===== src/rtl/timer_counter_pkg.sv =====
// Shared definitions for the programmable down-counter timer: register offsets,
// CTRL field positions, mode encodings and the FSM state type.
package timer_counter_pkg;

    localparam logic [1:0] TC_CTRL   = 2'd0;
    localparam logic [1:0] TC_PRESET = 2'd1;
    localparam logic [1:0] TC_COUNT  = 2'd2;

    localparam int CTRL_EN      = 0;
    localparam int CTRL_MODE_LO = 1;
    localparam int CTRL_MODE_HI = 2;
    localparam int CTRL_IM      = 3;

    localparam logic [1:0] MODE_ONESHOT = 2'b00;
    localparam logic [1:0] MODE_RELOAD  = 2'b01;

    typedef enum logic [1:0] {
        IDLE = 2'd0,
        LOAD = 2'd1,
        CNT  = 2'd2,
        INT  = 2'd3
    } tc_state_e;

    // Encodings 10 and 11 fall back to one-shot behaviour.
    function automatic logic is_reload(input logic [1:0] mode);
        return (mode == MODE_RELOAD);
    endfunction

endpackage


===== src/rtl/timer_counter_if.sv =====
// Word-register bus between the bridge and a timer instance, plus its irq line.
interface timer_counter_if #(
    parameter int WIDTH = 32
);
    logic [31:0]      addr;
    logic             we;
    logic [WIDTH-1:0] wdata;
    logic [WIDTH-1:0] rdata;
    logic             irq;

    modport master (
        output addr,
        output we,
        output wdata,
        input  rdata,
        input  irq
    );

    modport slave (
        input  addr,
        input  we,
        input  wdata,
        output rdata,
        output irq
    );
endinterface


===== src/rtl/timer_counter.sv =====
// Memory-mapped down-counter timer with one-shot / auto-reload modes and a
// maskable level interrupt; register file, FSM and counter live in this block.
module timer_counter
    import timer_counter_pkg::*;
#(
    parameter int               WIDTH      = 32,
    parameter logic [WIDTH-1:0] RST_PRESET = {WIDTH{1'b0}}
) (
    input  logic               clk,
    input  logic               reset,
    timer_counter_if.slave     bus
);

    localparam logic [WIDTH-1:0] ONE  = {{(WIDTH-1){1'b0}}, 1'b1};
    localparam logic [WIDTH-1:0] ZERO = {WIDTH{1'b0}};

    tc_state_e        state_q, state_d;
    logic [3:0]       ctrl_q, ctrl_d;
    logic [WIDTH-1:0] preset_q, preset_d;
    logic [WIDTH-1:0] count_q, count_d;
    logic             pending_q, pending_d;

    logic [1:0]       sel_s;
    logic             en_s;
    logic [1:0]       mode_s;
    logic             ctrl_wr_s;
    logic             preset_wr_s;
    logic             unused_addr_s;

    assign sel_s         = bus.addr[3:2];
    assign en_s          = ctrl_q[CTRL_EN];
    assign mode_s        = ctrl_q[CTRL_MODE_HI:CTRL_MODE_LO];
    assign ctrl_wr_s     = bus.we && (sel_s == TC_CTRL);
    assign preset_wr_s   = bus.we && (sel_s == TC_PRESET);
    assign unused_addr_s = ^{bus.addr[31:4], bus.addr[1:0]};

    // Next-state logic: FSM/counter first, then bus writes override CTRL and pending.
    always_comb begin
        state_d   = state_q;
        ctrl_d    = ctrl_q;
        preset_d  = preset_q;
        count_d   = count_q;
        pending_d = pending_q;

        case (state_q)
            IDLE: begin
                if (en_s) begin
                    state_d = LOAD;
                end else begin
                    state_d = IDLE;
                end
            end
            LOAD: begin
                if (en_s) begin
                    count_d = preset_q;
                    state_d = CNT;
                end else begin
                    state_d = IDLE;
                end
            end
            CNT: begin
                if (!en_s) begin
                    state_d = IDLE;
                end else if (count_q > ONE) begin
                    count_d = count_q - ONE;
                end else begin
                    count_d   = ZERO;
                    pending_d = 1'b1;
                    state_d   = INT;
                end
            end
            INT: begin
                if (is_reload(mode_s)) begin
                    pending_d = 1'b0;
                    state_d   = LOAD;
                end else begin
                    ctrl_d[CTRL_EN] = 1'b0;
                    state_d         = IDLE;
                end
            end
            default: begin
                state_d = IDLE;
            end
        endcase

        // A CTRL write is also the acknowledge for a pending interrupt.
        if (ctrl_wr_s) begin
            ctrl_d    = bus.wdata[3:0];
            pending_d = 1'b0;
        end else begin
            ctrl_d = ctrl_d;
        end

        if (preset_wr_s) begin
            preset_d = bus.wdata;
        end else begin
            preset_d = preset_q;
        end
    end

    // State registers with synchronous active-high reset.
    always_ff @(posedge clk) begin
        if (reset) begin
            state_q   <= IDLE;
            ctrl_q    <= 4'd0;
            preset_q  <= RST_PRESET;
            count_q   <= ZERO;
            pending_q <= 1'b0;
        end else begin
            state_q   <= state_d;
            ctrl_q    <= ctrl_d;
            preset_q  <= preset_d;
            count_q   <= count_d;
            pending_q <= pending_d;
        end
    end

    // Combinational read mux on the word offset.
    always_comb begin
        case (sel_s)
            TC_CTRL:   bus.rdata = {{(WIDTH-4){1'b0}}, ctrl_q};
            TC_PRESET: bus.rdata = preset_q;
            TC_COUNT:  bus.rdata = count_q;
            default:   bus.rdata = ZERO;
        endcase
    end

    assign bus.irq = pending_q & ctrl_q[CTRL_IM];

endmodule


===== src/flat_wrapper.sv =====
// flat-port wrapper written by rule: the top's interface ports become plain ports
module timer_counter_flat import timer_counter_pkg::*;
#(
    parameter int               WIDTH      = 32,
    parameter logic [WIDTH-1:0] RST_PRESET = {WIDTH{1'b0}}
)
  (clk, reset, bus_addr, bus_we, bus_wdata, bus_rdata, bus_irq);
  timer_counter_if #(.WIDTH(WIDTH)) bus_i ();
  input  logic clk;
  input  logic reset;
  input wire logic [$bits(bus_i.addr)-1:0] bus_addr;
  input wire logic [$bits(bus_i.we)-1:0] bus_we;
  input wire logic [$bits(bus_i.wdata)-1:0] bus_wdata;
  output wire logic [$bits(bus_i.rdata)-1:0] bus_rdata;
  output wire logic [$bits(bus_i.irq)-1:0] bus_irq;
  assign bus_i.addr = bus_addr;
  assign bus_i.we = bus_we;
  assign bus_i.wdata = bus_wdata;
  assign bus_rdata = bus_i.rdata;
  assign bus_irq = bus_i.irq;
  timer_counter #(.WIDTH(WIDTH), .RST_PRESET(RST_PRESET)) u_core (.clk(clk), .reset(reset), .bus(bus_i));
endmodule

===== config.mk =====
export PLATFORM = sky130hd
export DESIGN_NAME = timer_counter_flat
export DESIGN_NICKNAME = d
export VERILOG_FILES = /design/src/rtl/timer_counter_pkg.sv /design/src/rtl/timer_counter_if.sv /design/src/rtl/timer_counter.sv /design/src/flat_wrapper.sv
export SDC_FILE = /design/constraint.sdc
export NUM_CORES = 1
export LEC_CHECK = 0
export ABC_AREA = 1
export CORE_ASPECT_RATIO = 1.1
export CORE_MARGIN = 2
export CORE_UTILIZATION = 50
export CTS_BUF_LIST = sky130_fd_sc_hd__clkbuf_16
export DETAILED_ROUTE_END_ITERATION = 7
export PLACE_DENSITY = 0.92
export SYNTH_ARGS = -nofsm -noshare
export SYNTH_HDL_FRONTEND = slang
export SYNTH_SLANG_ARGS = --single-unit

===== constraint.sdc =====
create_clock -name clk -period 2.84 [get_ports clk]
set_input_delay 0.426 -clock clk [delete_from_list [all_inputs] [get_ports clk]]
set_output_delay 0.426 -clock clk [all_outputs]
set_load 0.01 [all_outputs]

==> metrics.md, run 1 <==
| Metric | Value |
|---|---|
| Core ar. | `0.00836 sq mm` |
| IO Count | `100` |
| Met3 GRT Util | `3.14%` |
| Setup crit end kind | `output pin` |
| GR peak layer | `met2` |
| Starting Density | `51.1%` |
| DRT iter0 DRCs | `328` |
| CP arrival | `2150 ps` |
| Bufs on Longest Clock Path | `2` |
| MaxCap Viol Count | `0` |
| Routability cong. | `1.00` |
| Pwr Total | `2490 uW` |
| Cell area after synthesis | `0.00428 sq mm` |
| WP data required | `2410 ps` |
| Net Sw Frac | `25.9%` |
| Setup_tns | `0 ps` |
| Number of enable flip-flop cells after synthesis | `0` |
| Crit path max fanout | `16` |
| GRT Residual Overflow | `0` |
| NetSw | `643 uW` |
| First-pass DRT Iterations | `6` |
| Area of the multi-input gates | `0.00237 sq mm` |
| Seq/Total Area, Yosys | `33.2%` |
| Die height | `101 um` |
| Routed vias | `4457` |
| Initial antenna violation count | `0` |
| Met1 GRT Util | `33.0%` |
| Count leader, synth | `nand2_1` |
| Resized cells post-CTS | `0` |
| Yosys reg bits | `71` |
| Setup violations, final | `0` |
| Final Skew | `6.19 ps` |
| Layout cell share with drive strength beyond 1 | `13.3%` |
| Largest area contributor in the netlist | `dfxtp_1` |
| Clock buffer count from CTS | `9` |
| CTS tree | `yes` |
| Clock network power share | `44.7%` |
| DRC Markers | `0` |
| Clock Tree Root | `clkbuf_16` |
| Cell Pwr Density | `468 mW/mm^2` |
| Leakage | `0.00220 uW` |
| Final period util | `90.8%` |
| Unrepaired setup endpoints after global routing | `false` |
| Slew margin rel. | `60.0%` |
| Largest net degree at the start of global routing | `38` |
| Async SR Flop Fraction | `0%` |
| Total GRT Usage | `27.0%` |
| Fin crit period | `2580 ps` |
| Mapped Nets | `702` |
| Core Util, Final | `63.5%` |
| Routed WL | `12300 um` |
| First-pass GRT wire length | `20100 um` |
| Vias in the first global route | `4326` |
| Synth Instances | `633` |
| Clk slew on worst S/H paths | `60 ps` |
| Timing-limited maximum frequency | `388 MHz` |
| Outcome | `finished clean` |
| Share of the synthesized area in the top cell type | `33.2%` |
| Ys flop type | `dfxtp_1` |
| Sequential Power Share | `42.1%` |
| Top cells by count, synth | `89 x nand2_1, 79 x inv_1, 76 x o21ai_0` |
| Register area | `0.00142 sq mm` |
| Final hold violation count | `0` |
| Final Net Count | `764` |
| Post-route ant nets | `0` |
| Post-CTS Setup Inserts | `0` |
| Yosys cell types | `35` |
| Crit path kind | `input port to output pin` |
| HP Class | `flip-flop to flip-flop` |
| Final HPWL DP | `9000 um` |
| Combinational share of power | `13.3%` |
| Diode count | `0` |
| Sink Count | `71` |
| Clock Latency Late Sink | `330 ps` |
| VDD IR-drop max | `0.386 mV` |
| Setup crit start kind | `input port` |
| CTS Hold Bufs | `0` |
| Avg Cell Area, Syn | `6.76 sq um` |
| Synth area leaders | `dfxtp_1 33%, o21ai_0 8.9%, a21oi_1 8.3%` |
| Area Growth Syn to Fin | `24.2%` |
| Avg Vias per Cell | `5.50` |
| Maximum level of the CTS H-tree | `3` |
| Yosys warning count | `0` |
| Port Buffer Count | `69` |
| Worst-Margin Slew | `598 ps` |
| Fill cell count | `722` |
| Final Max Tran Viols | `0` |
| Pint | `1840 uW` |
| Die W | `92.2 um` |
| Die area | `0.00931 sq mm` |
| DR WL/cell | `15.2 um` |
| Rows | `35` |
| Met2 usage in global routing | `48.9%` |
-- critical path: stages --
cell	delay [ps]
clkdlybuf4s50_1	480
inv_1	80
nor2_2	110
inv_1	70
buf_4	200
o22ai_1	210
clkdlybuf4s50_1	580
-- layout make-up --
| class | count | share of cell area [%] |
|---|---|---|
| repair buffers | 80 | 14.6 |
| inverters | 84 | 6.03 |
| clock buffers | 9 | 4.24 |
| multi-input cells | 449 | 44.6 |
| clock inverters | 7 | 1.22 |
| well taps | 111 | 2.61 |
| flip-flops and latches | 71 | 26.8 |
-- layer usage --
metal / wire length [um] / vias up
met5: 0 / -
met4: 298 / 0
met3: 685 / 27
met2: 6130 / 165
met1: 5190 / 2058
li1: - / 2207
-- stage by stage --
stage	instances	area, sq um	setup slack [ps]	hold WS, ps
after floorplan	633	4280	1130	437
after global placement	795	5020	324	452
after detailed placement	795	5020	303	461
after CTS	811	5310	287	469
after global routing	811	5310	161	492
final	811	5310	261	468
-- state kept, by name, summed over array words and instances (netlist names) --
register	count
u_core.count_q	32
u_core.ctrl_q	4
u_core.pending_q	1
u_core.preset_q	32
u_core.state_q	2
-- placed cells by master (no fill, tap or decap) --
| cell type | n |
|---|---|
| clkbuf_16 | 9 |
| dfxtp_1 | 71 |
| o21ai_0 | 76 |
| inv_6 | 1 |
| o21a_1 | 1 |
| nand3_2 | 1 |
| xor2_1 | 14 |
| nor2_1 | 71 |
| clkinv_2 | 2 |
| o221ai_1 | 4 |
| clkdlybuf4s50_1 | 69 |
| nand4_1 | 5 |
| bufinv_16 | 1 |
| clkinv_4 | 2 |
| nand2_2 | 26 |
| o21bai_1 | 1 |
| a21oi_4 | 1 |
| and2_1 | 1 |
| a21oi_1 | 71 |
| nand2_1 | 88 |
| a21oi_2 | 19 |
| o22ai_1 | 27 |
| nor2_2 | 10 |
| nand4_4 | 1 |
| buf_4 | 11 |
| inv_2 | 3 |
| nand3_1 | 18 |
| and2_2 | 1 |
| nor2_4 | 3 |
| inv_1 | 80 |
| o21ai_1 | 6 |
| nand2_4 | 1 |
| nor2_8 | 1 |
| clkinv_1 | 2 |
| ha_1 | 2 |
-- final timing paths --
path / from / endpoint / slack [ps] / depth (start not counted)
max: bus_addr[2] / bus_rdata[31] / 260 / 7
min: u_core.preset_q[27] / u_core.preset_q[27] / 470 / 2
max reg2reg: u_core.state_q[1] / u_core.count_q[1] / 730 / 7
min reg2reg: u_core.preset_q[27] / u_core.preset_q[27] / 470 / 2
-- cell families after synthesis --
logic type      share of synthesized area (%)
xor+xnor                                 2.87
simple gates                             24.6
fa+ha+maj                               0.585
flops                                    33.2
compound gates                           27.3
buf+inv                                  11.5
-- power by group through the flow --
| stage | clock network (uW) | registers [uW] | logic, uW |
|---|---|---|---|
| detailed placement | 0 | 1070 | 327 |
| floorplan | 0 | 1060 | 199 |
| global placement | 0 | 1070 | 320 |
| CTS | 1120 | 1040 | 329 |
| finish | 1110 | 1050 | 330 |
| global route | 1160 | 1050 | 369 |
Note: power is estimated with default switching activity, not from simulation.
==> run 2: changes to the inputs <==
--- a/config.mk
+++ b/config.mk
@@ -8,10 +8,10 @@
 export ABC_AREA = 1
 export CORE_ASPECT_RATIO = 1.1
 export CORE_MARGIN = 2
-export CORE_UTILIZATION = 50
+export CORE_UTILIZATION = 49
 export CTS_BUF_LIST = sky130_fd_sc_hd__clkbuf_16
 export DETAILED_ROUTE_END_ITERATION = 7
-export PLACE_DENSITY = 0.92
+export PLACE_DENSITY = 0.91
 export SYNTH_ARGS = -nofsm -noshare
 export SYNTH_HDL_FRONTEND = slang
 export SYNTH_SLANG_ARGS = --single-unit
==> run 2 against run 1 <==
Against the previous run:
- wire length up 3.0%
- sequential share of layout area shrank 0.18 points
- setup slack worse by 30 ps
- sequential power is essentially flat
- core utilization fell by 0.24 points
- register-to-register slack improved by 120 ps
- hold slack hardly changed
- die area rose by 2.0%
- total power grew 1.3%
- sequential cell count did not move
- clock skew rose by 0.69 ps
- critical path type unchanged
- critical endpoint is now bus_rdata[28]
- largest power group unchanged
==> metrics.md, run 2 (synthesized netlist as in run 1, its figures left out) <==
| Metric | Value |
|---|---|
| Outcome | `finished clean (unchanged)` |
| Design Area, Final | `0.00535 sq mm (was 0.00531 sq mm)` |
| CP arrival | `2180 ps (was 2150 ps)` |
| Regs by FF count | `u_core.count_q x32, u_core.preset_q x32, u_core.ctrl_q x4 (unchanged)` |
| Bufs on Longest Clock Path | `2 (unchanged)` |
| Vias in the first global route | `4306 (was 4326)` |
| Most frequent cells in the layout | `88 x nand2_1, 79 x inv_1, 76 x o21ai_0 (was 88 x nand2_1, 80 x inv_1, 76 x o21ai_0)` |
| DP Worst Slack | `281 ps (was 303 ps)` |
| Final Max Tran Viols | `0 (unchanged)` |
| Final hold violation count | `0 (unchanged)` |
| R2r startpoint | `u_core.state_q[1] (unchanged)` |
| First-pass DRT Iterations | `5 (was 6)` |
| Die area | `0.00949 sq mm (was 0.00931 sq mm)` |
| Clk slew on worst S/H paths | `60 ps (about the same)` |
| CTS Hold Bufs | `0 (unchanged)` |
| Initial antenna violation count | `0 (unchanged)` |
| Hold_sp | `u_core.preset_q[6] (was u_core.preset_q[27])` |
| Final Skew | `6.87 ps (was 6.19 ps)` |
| Fin crit period | `2610 ps (was 2580 ps)` |
| Setup_tns | `0 ps (unchanged)` |
| Post-route ant nets | `0 (unchanged)` |
| Top cell by count, worst path | `clkdlybuf4s50_1` |
| Diode count | `0 (unchanged)` |
| Total GRT Usage | `27.3% (was 27.0%)` |
| HP Class | `flip-flop to flip-flop (unchanged)` |
| Rows | `35 (unchanged)` |
| VDD IR-drop max | `0.299 mV (was 0.386 mV)` |
| Most common cell after layout, fill and taps aside | `nand2_1 (unchanged)` |
| Setup crit start kind | `input port (unchanged)` |
| Port Buffer Count | `69 (unchanged)` |
| Core ar. | `0.00845 sq mm (was 0.00836 sq mm)` |
| Final period util | `91.9% (was 90.8%)` |
| Clock Tree Root | `clkbuf_16 (unchanged)` |
| Timing-limited maximum frequency | `383 MHz (was 388 MHz)` |
| Placed inst area | `0.00505 sq mm (was 0.00502 sq mm)` |
| Sink Count | `71 (unchanged)` |
| Routed vias | `4460 (was 4457)` |
| Area Growth Syn to Fin | `25.0% (was 24.2%)` |
| MaxCap Viol Count | `0 (unchanged)` |
| DR WL/cell | `15.6 um (was 15.2 um)` |
| DRC Markers | `0 (unchanged)` |
| Clock buffer count from CTS | `9 (unchanged)` |
| First-pass GRT wire length | `20500 um (was 20100 um)` |
| Starting Density | `50.6% (was 51.1%)` |
| Worst-Margin Slew | `583 ps (was 598 ps)` |
| Resized cells post-CTS | `0 (unchanged)` |
| Leakage | `0.00221 uW (was 0.00220 uW)` |
| Slew margin rel. | `61.0% (was 60.0%)` |
| Worst path max stage delay | `580 ps (about the same)` |
| Crit path max-delay cell type | `clkdlybuf4s50_1 (unchanged)` |
| IO Count | `100 (unchanged)` |
| Worst Setup Slack, final | `231 ps (was 261 ps)` |
| Crit path max fanout | `31 (was 16)` |
| Setup crit end kind | `output pin (unchanged)` |
| Cell Pwr Density | `471 mW/mm^2 (was 468 mW/mm^2)` |
| Final Net Count | `766 (was 764)` |
| CP cell instances | `clkdlybuf4s50_1 > inv_1 > nand2_1 > buf_4 > o22ai_1 > clkdlybuf4s50_1 (was clkdlybuf4s50_1 > inv_1 > nor2_2 > inv_1 > buf_4 > o22ai_1 > clkdlybuf4s50_1)` |
| Routed WL | `12700 um (was 12300 um)` |
| DRT iter0 DRCs | `361 (was 328)` |
| Routability cong. | `0.962 (was 1.00)` |
| Reg2Reg Capture Point | `u_core.count_q[25] (was u_core.count_q[1])` |
| Maximum level of the CTS H-tree | `3 (unchanged)` |
| FF-to-FF path depth | `8 (was 7)` |
| WP data required | `2410 ps (about the same)` |
| Final HPWL DP | `9270 um (was 9000 um)` |
| Flop2flop setup slack | `850 ps (was 730 ps)` |
| Hold path cells | `2 (unchanged)` |
| Die W | `93.1 um (was 92.2 um)` |
| Crit path kind | `input port to output pin (unchanged)` |
| Avg Vias per Cell | `5.49 (was 5.50)` |
| Largest net degree at the start of global routing | `35 (was 38)` |
| Die height | `102 um (was 101 um)` |
| CTS tree | `yes (unchanged)` |
| Layout cell share with drive strength beyond 1 | `13.8% (was 13.3%)` |
| Post-CTS Setup Inserts | `0 (unchanged)` |
| GRT Residual Overflow | `0 (unchanged)` |
| Hold Path Sink | `u_core.preset_q[6] (was u_core.preset_q[27])` |
| Clock Latency Late Sink | `330 ps (about the same)` |
| Setup violations, final | `0 (unchanged)` |
| Unrepaired setup endpoints after global routing | `false (unchanged)` |
run 2: metal layers:
| layer | GRT usage [%] | vias up | part of all wire (%) |
|---|---|---|---|
| met1 | 34.4 | 2057 | 44 |
| li1 | - | 2215 | - |
| met2 | 48.2 | 163 | 49 |
| met3 | 3.83 | 25 | 4.6 |
| met5 | 0 | - | 0 |
| met4 | 8.94 | 0 | 2.4 |
run 2: power breakdown:
| group | leakage (uW) | switching, uW | internal (uW) |
|---|---|---|---|
| Sequential | 0.000577 | 19.3 | 1030 |
| Combinational | 0.00149 | 190 | 143 |
| Clock | 0.000142 | 459 | 681 |
| Total | 0.00221 | 668 | 1850 |
run 2: per-stage QoR:
stage	std cells	utilization (%)	hold slack [ps]	total power (uW)
after floorplan	633	-	437	1260
final	813	63.3	468	2520
after global placement	797	59.7	457	1380
after global routing	813	63.3	484	2610
after CTS	813	63.3	470	2520
after detailed placement	797	59.7	459	1390
run 2: layout make-up:
| cell class | instances | area [sq um] |
|---|---|---|
| tap | 111 | 139 |
| clock inverter | 7 | 72.6 |
| inverter | 84 | 320 |
| fill | 734 | 3100 |
| sequential | 71 | 1420 |
| clock buffer | 9 | 225 |
| timing repair buffer | 82 | 801 |
| multi-input combinational | 449 | 2370 |
run 2: worst max-delay path by stage:
stage / startpoint / endpoint
after detailed placement: bus_addr[2] / bus_rdata[1]
after CTS: bus_addr[2] / bus_rdata[28]
after global placement: bus_addr[3] / bus_rdata[0]
final: bus_addr[2] / bus_rdata[28]
after global routing: bus_addr[2] / bus_rdata[28]
after floorplan: bus_addr[2] / bus_rdata[11]
run 2: worst max-delay path, delay by kind of cell:
family	cells	cell delay (ps)
AND/OR/NAND/NOR	1	70
buffers and inverters	4	1390
AO/OA/AOI/OAI	1	270
==> run 3: changes to the inputs <==
--- a/config.mk
+++ b/config.mk
@@ -6,12 +6,15 @@
 export NUM_CORES = 1
 export LEC_CHECK = 0
 export ABC_AREA = 1
+export CELL_PAD_IN_SITES_DETAIL_PLACEMENT = 1
+export CELL_PAD_IN_SITES_GLOBAL_PLACEMENT = 2
 export CORE_ASPECT_RATIO = 1.1
 export CORE_MARGIN = 2
-export CORE_UTILIZATION = 49
+export CORE_UTILIZATION = 29
 export CTS_BUF_LIST = sky130_fd_sc_hd__clkbuf_16
+export CTS_CLUSTER_SIZE = 24
 export DETAILED_ROUTE_END_ITERATION = 7
-export PLACE_DENSITY = 0.91
+export PLACE_DENSITY = 0.95
 export SYNTH_ARGS = -nofsm -noshare
 export SYNTH_HDL_FRONTEND = slang
 export SYNTH_SLANG_ARGS = --single-unit
==> run 3 against run 2 <==
Against the previous run:
- combinational power about the same
- largest power group unchanged
- sequential power about the same
- fmax up 1.9%
==> metrics.md, run 3 (synthesized netlist as in run 1, its figures left out) <==
| Metric | Value |
|---|---|
| Outcome | `finished clean (unchanged)` |
| MaxCap Viol Count | `0 (unchanged)` |
| Final Skew | `5.97 ps (was 6.87 ps)` |
| Clock buffer count from CTS | `9 (unchanged)` |
| Leakage | `0.00220 uW (was 0.00221 uW)` |
| Setup_tns | `0 ps (unchanged)` |
| Maximum level of the CTS H-tree | `3 (unchanged)` |
| Total GRT Usage | `18.5% (was 27.3%)` |
| Setup violations, final | `0 (unchanged)` |
| Final hold slack | `471 ps (was 468 ps)` |
| DRT iter0 DRCs | `121 (was 361)` |
| Timing-limited maximum frequency | `390 MHz (was 383 MHz)` |
| Largest net degree at the start of global routing | `55 (was 35)` |
| Bufs on Longest Clock Path | `2 (unchanged)` |
| Final Net Count | `764 (was 766)` |
| Rows | `46 (was 35)` |
| Routed vias | `4427 (was 4460)` |
| R2r startpoint | `u_core.state_q[1] (unchanged)` |
| Die height | `131 um (was 102 um)` |
| Hold_sp | `u_core.preset_q[28] (was u_core.preset_q[6])` |
| HP Class | `flip-flop to flip-flop (unchanged)` |
| Post-CTS Setup Inserts | `0 (unchanged)` |
| Cell Pwr Density | `460 mW/mm^2 (was 471 mW/mm^2)` |
| Post-route ant nets | `0 (unchanged)` |
| DRC Markers | `0 (unchanged)` |
| Final HPWL DP | `10500 um (was 9270 um)` |
| Fill cell count | `1841 (was 734)` |
| Starting Density | `29.6% (was 50.6%)` |
| Die area | `0.0157 sq mm (was 0.00949 sq mm)` |
| Resized cells post-CTS | `0 (unchanged)` |
| Most frequent cells in the layout | `88 x nand2_1, 80 x inv_1, 76 x o21ai_0 (was 88 x nand2_1, 79 x inv_1, 76 x o21ai_0)` |
| Worst path max stage delay | `570 ps (was 580 ps)` |
| FF-to-FF path depth | `7 (was 8)` |
| Area Growth Syn to Fin | `26.6% (was 25.0%)` |
| CP arrival | `2130 ps (was 2180 ps)` |
| Routability cong. | `0.909 (was 0.962)` |
| Hold path cells | `2 (unchanged)` |
| CP cell instances | `clkdlybuf4s50_1 > inv_1 > nor2_2 > inv_1 > buf_4 > o221ai_1 > clkdlybuf4s50_1 (was clkdlybuf4s50_1 > inv_1 > nand2_1 > buf_4 > o22ai_1 > clkdlybuf4s50_1)` |
| Pwr Total | `2490 uW (was 2520 uW)` |
| Avg Vias per Cell | `4.97 (was 5.49)` |
| Unrepaired setup endpoints after global routing | `false (unchanged)` |
| Clock Tree Root | `clkbuf_16 (unchanged)` |
| VDD IR-drop max | `0.250 mV (was 0.299 mV)` |
| Bufs and invs on worst path | `5 (was 4)` |
| GRT Residual Overflow | `0 (unchanged)` |
| Setup crit end kind | `output pin (unchanged)` |
| CTS tree | `yes (unchanged)` |
| Crit path max-delay cell type | `clkdlybuf4s50_1 (unchanged)` |
| Fin crit period | `2560 ps (was 2610 ps)` |
| Slew margin rel. | `63.1% (was 61.0%)` |
| Crit path kind | `input port to output pin (unchanged)` |
| IO Count | `100 (unchanged)` |
| Regs by FF count | `u_core.count_q x32, u_core.preset_q x32, u_core.ctrl_q x4 (unchanged)` |
| Core ar. | `0.0144 sq mm (was 0.00845 sq mm)` |
| Delay-heaviest family, CP | `buffers and inverters (unchanged)` |
| Clk slew on worst S/H paths | `60 ps (about the same)` |
| Area of the multi-input gates | `0.00237 sq mm (unchanged)` |
| Register area | `0.00142 sq mm (unchanged)` |
| Initial antenna violation count | `0 (unchanged)` |
| CTS Hold Bufs | `0 (unchanged)` |
| DR WL/cell | `15.9 um (was 15.6 um)` |
| Port Buffer Count | `69 (unchanged)` |
| Reg2Reg Capture Point | `u_core.count_q[20] (was u_core.count_q[25])` |
| Layout cell share with drive strength beyond 1 | `13.3% (was 13.8%)` |
| WP data required | `2410 ps (about the same)` |
| Vias in the first global route | `4836 (was 4306)` |
| Most common cell after layout, fill and taps aside | `nand2_1 (unchanged)` |
| Sink Count | `71 (unchanged)` |
| Routed WL | `14100 um (was 12700 um)` |
| Hold Path Sink | `u_core.preset_q[28] (was u_core.preset_q[6])` |
| Crit path max fanout | `18 (was 31)` |
| Clock Latency Late Sink | `350 ps (was 330 ps)` |
| Setup crit start kind | `input port (unchanged)` |
| Final Max Tran Viols | `0 (unchanged)` |
| First-pass GRT wire length | `23500 um (was 20500 um)` |
| First-pass DRT Iterations | `4 (was 5)` |
| Diode count | `0 (unchanged)` |
| Flop2flop setup slack | `810 ps (was 850 ps)` |
| Final period util | `90.2% (was 91.9%)` |
| Final hold violation count | `0 (unchanged)` |
| Worst-Margin Slew | `553 ps (was 583 ps)` |
| Die W | `120 um (was 93.1 um)` |
| Crit path depth | `7 (was 6)` |
[run 3: cell types whose count changed in the layout (fill, tap and decap cells not counted)]
cell / delta
buf_4: -2
clkinv_2: +2
clkinv_4: -1
clkinvlp_4: -2
inv_1: +1
inv_6: -1
[run 3: layout make-up]
type | count | share of cell area, %
clock buffers | 9 | 4.16
clock inverters | 6 | 0.994
inverters | 84 | 5.91
multi-input cells | 449 | 43.7
flip-flops and latches | 71 | 26.2
well taps | 192 | 4.44
repair buffers | 80 | 14.5
[run 3: worst max-delay path by stage]
stage                      from       endpoint  slack [ps]
finish              bus_addr[2]   bus_rdata[3]         280
global route        bus_addr[2]  bus_rdata[20]         140
CTS                 bus_addr[2]   bus_rdata[3]         270
global placement    bus_addr[2]   bus_rdata[3]         290
floorplan           bus_addr[2]  bus_rdata[11]        1130
detailed placement  bus_addr[2]   bus_rdata[3]         280
[run 3: metal layers]
layer	global-route usage [%]	vias up	wire, um
met5	0	-	0
met4	6.93	0	248
met3	2.47	16	398
met2	33.9	64	7300
met1	21.6	2146	6200
li1	-	2201	-
[run 3: worst register-to-register path, stage by stage, from the launching register on]
cell     delay, ps
dfxtp_1        320
inv_2          420
nand3_1        190
nand2_2        360
buf_4          320
o21ai_0        120
nor2_1         150
nor2_1          50
[run 3: stage by stage]
step | worst slack (ps) | cell area (sq um) | util, % | instances
2_1_floorplan | 1130 | 4280 | - | 633
3_3_place_gp | 295 | 5140 | 35.6 | 876
3_5_place_dp | 282 | 5140 | 35.6 | 876
4_1_cts | 269 | 5420 | 37.5 | 891
5_1_grt | 142 | 5420 | 37.5 | 891
6_report | 279 | 5420 | 37.5 | 891
[run 3: power by group]
part	switching [uW]	total, uW	internal [uW]
Combinational	193	335	142
Clock	445	1110	665
Sequential	19.0	1050	1030
Total	657	2490	1830
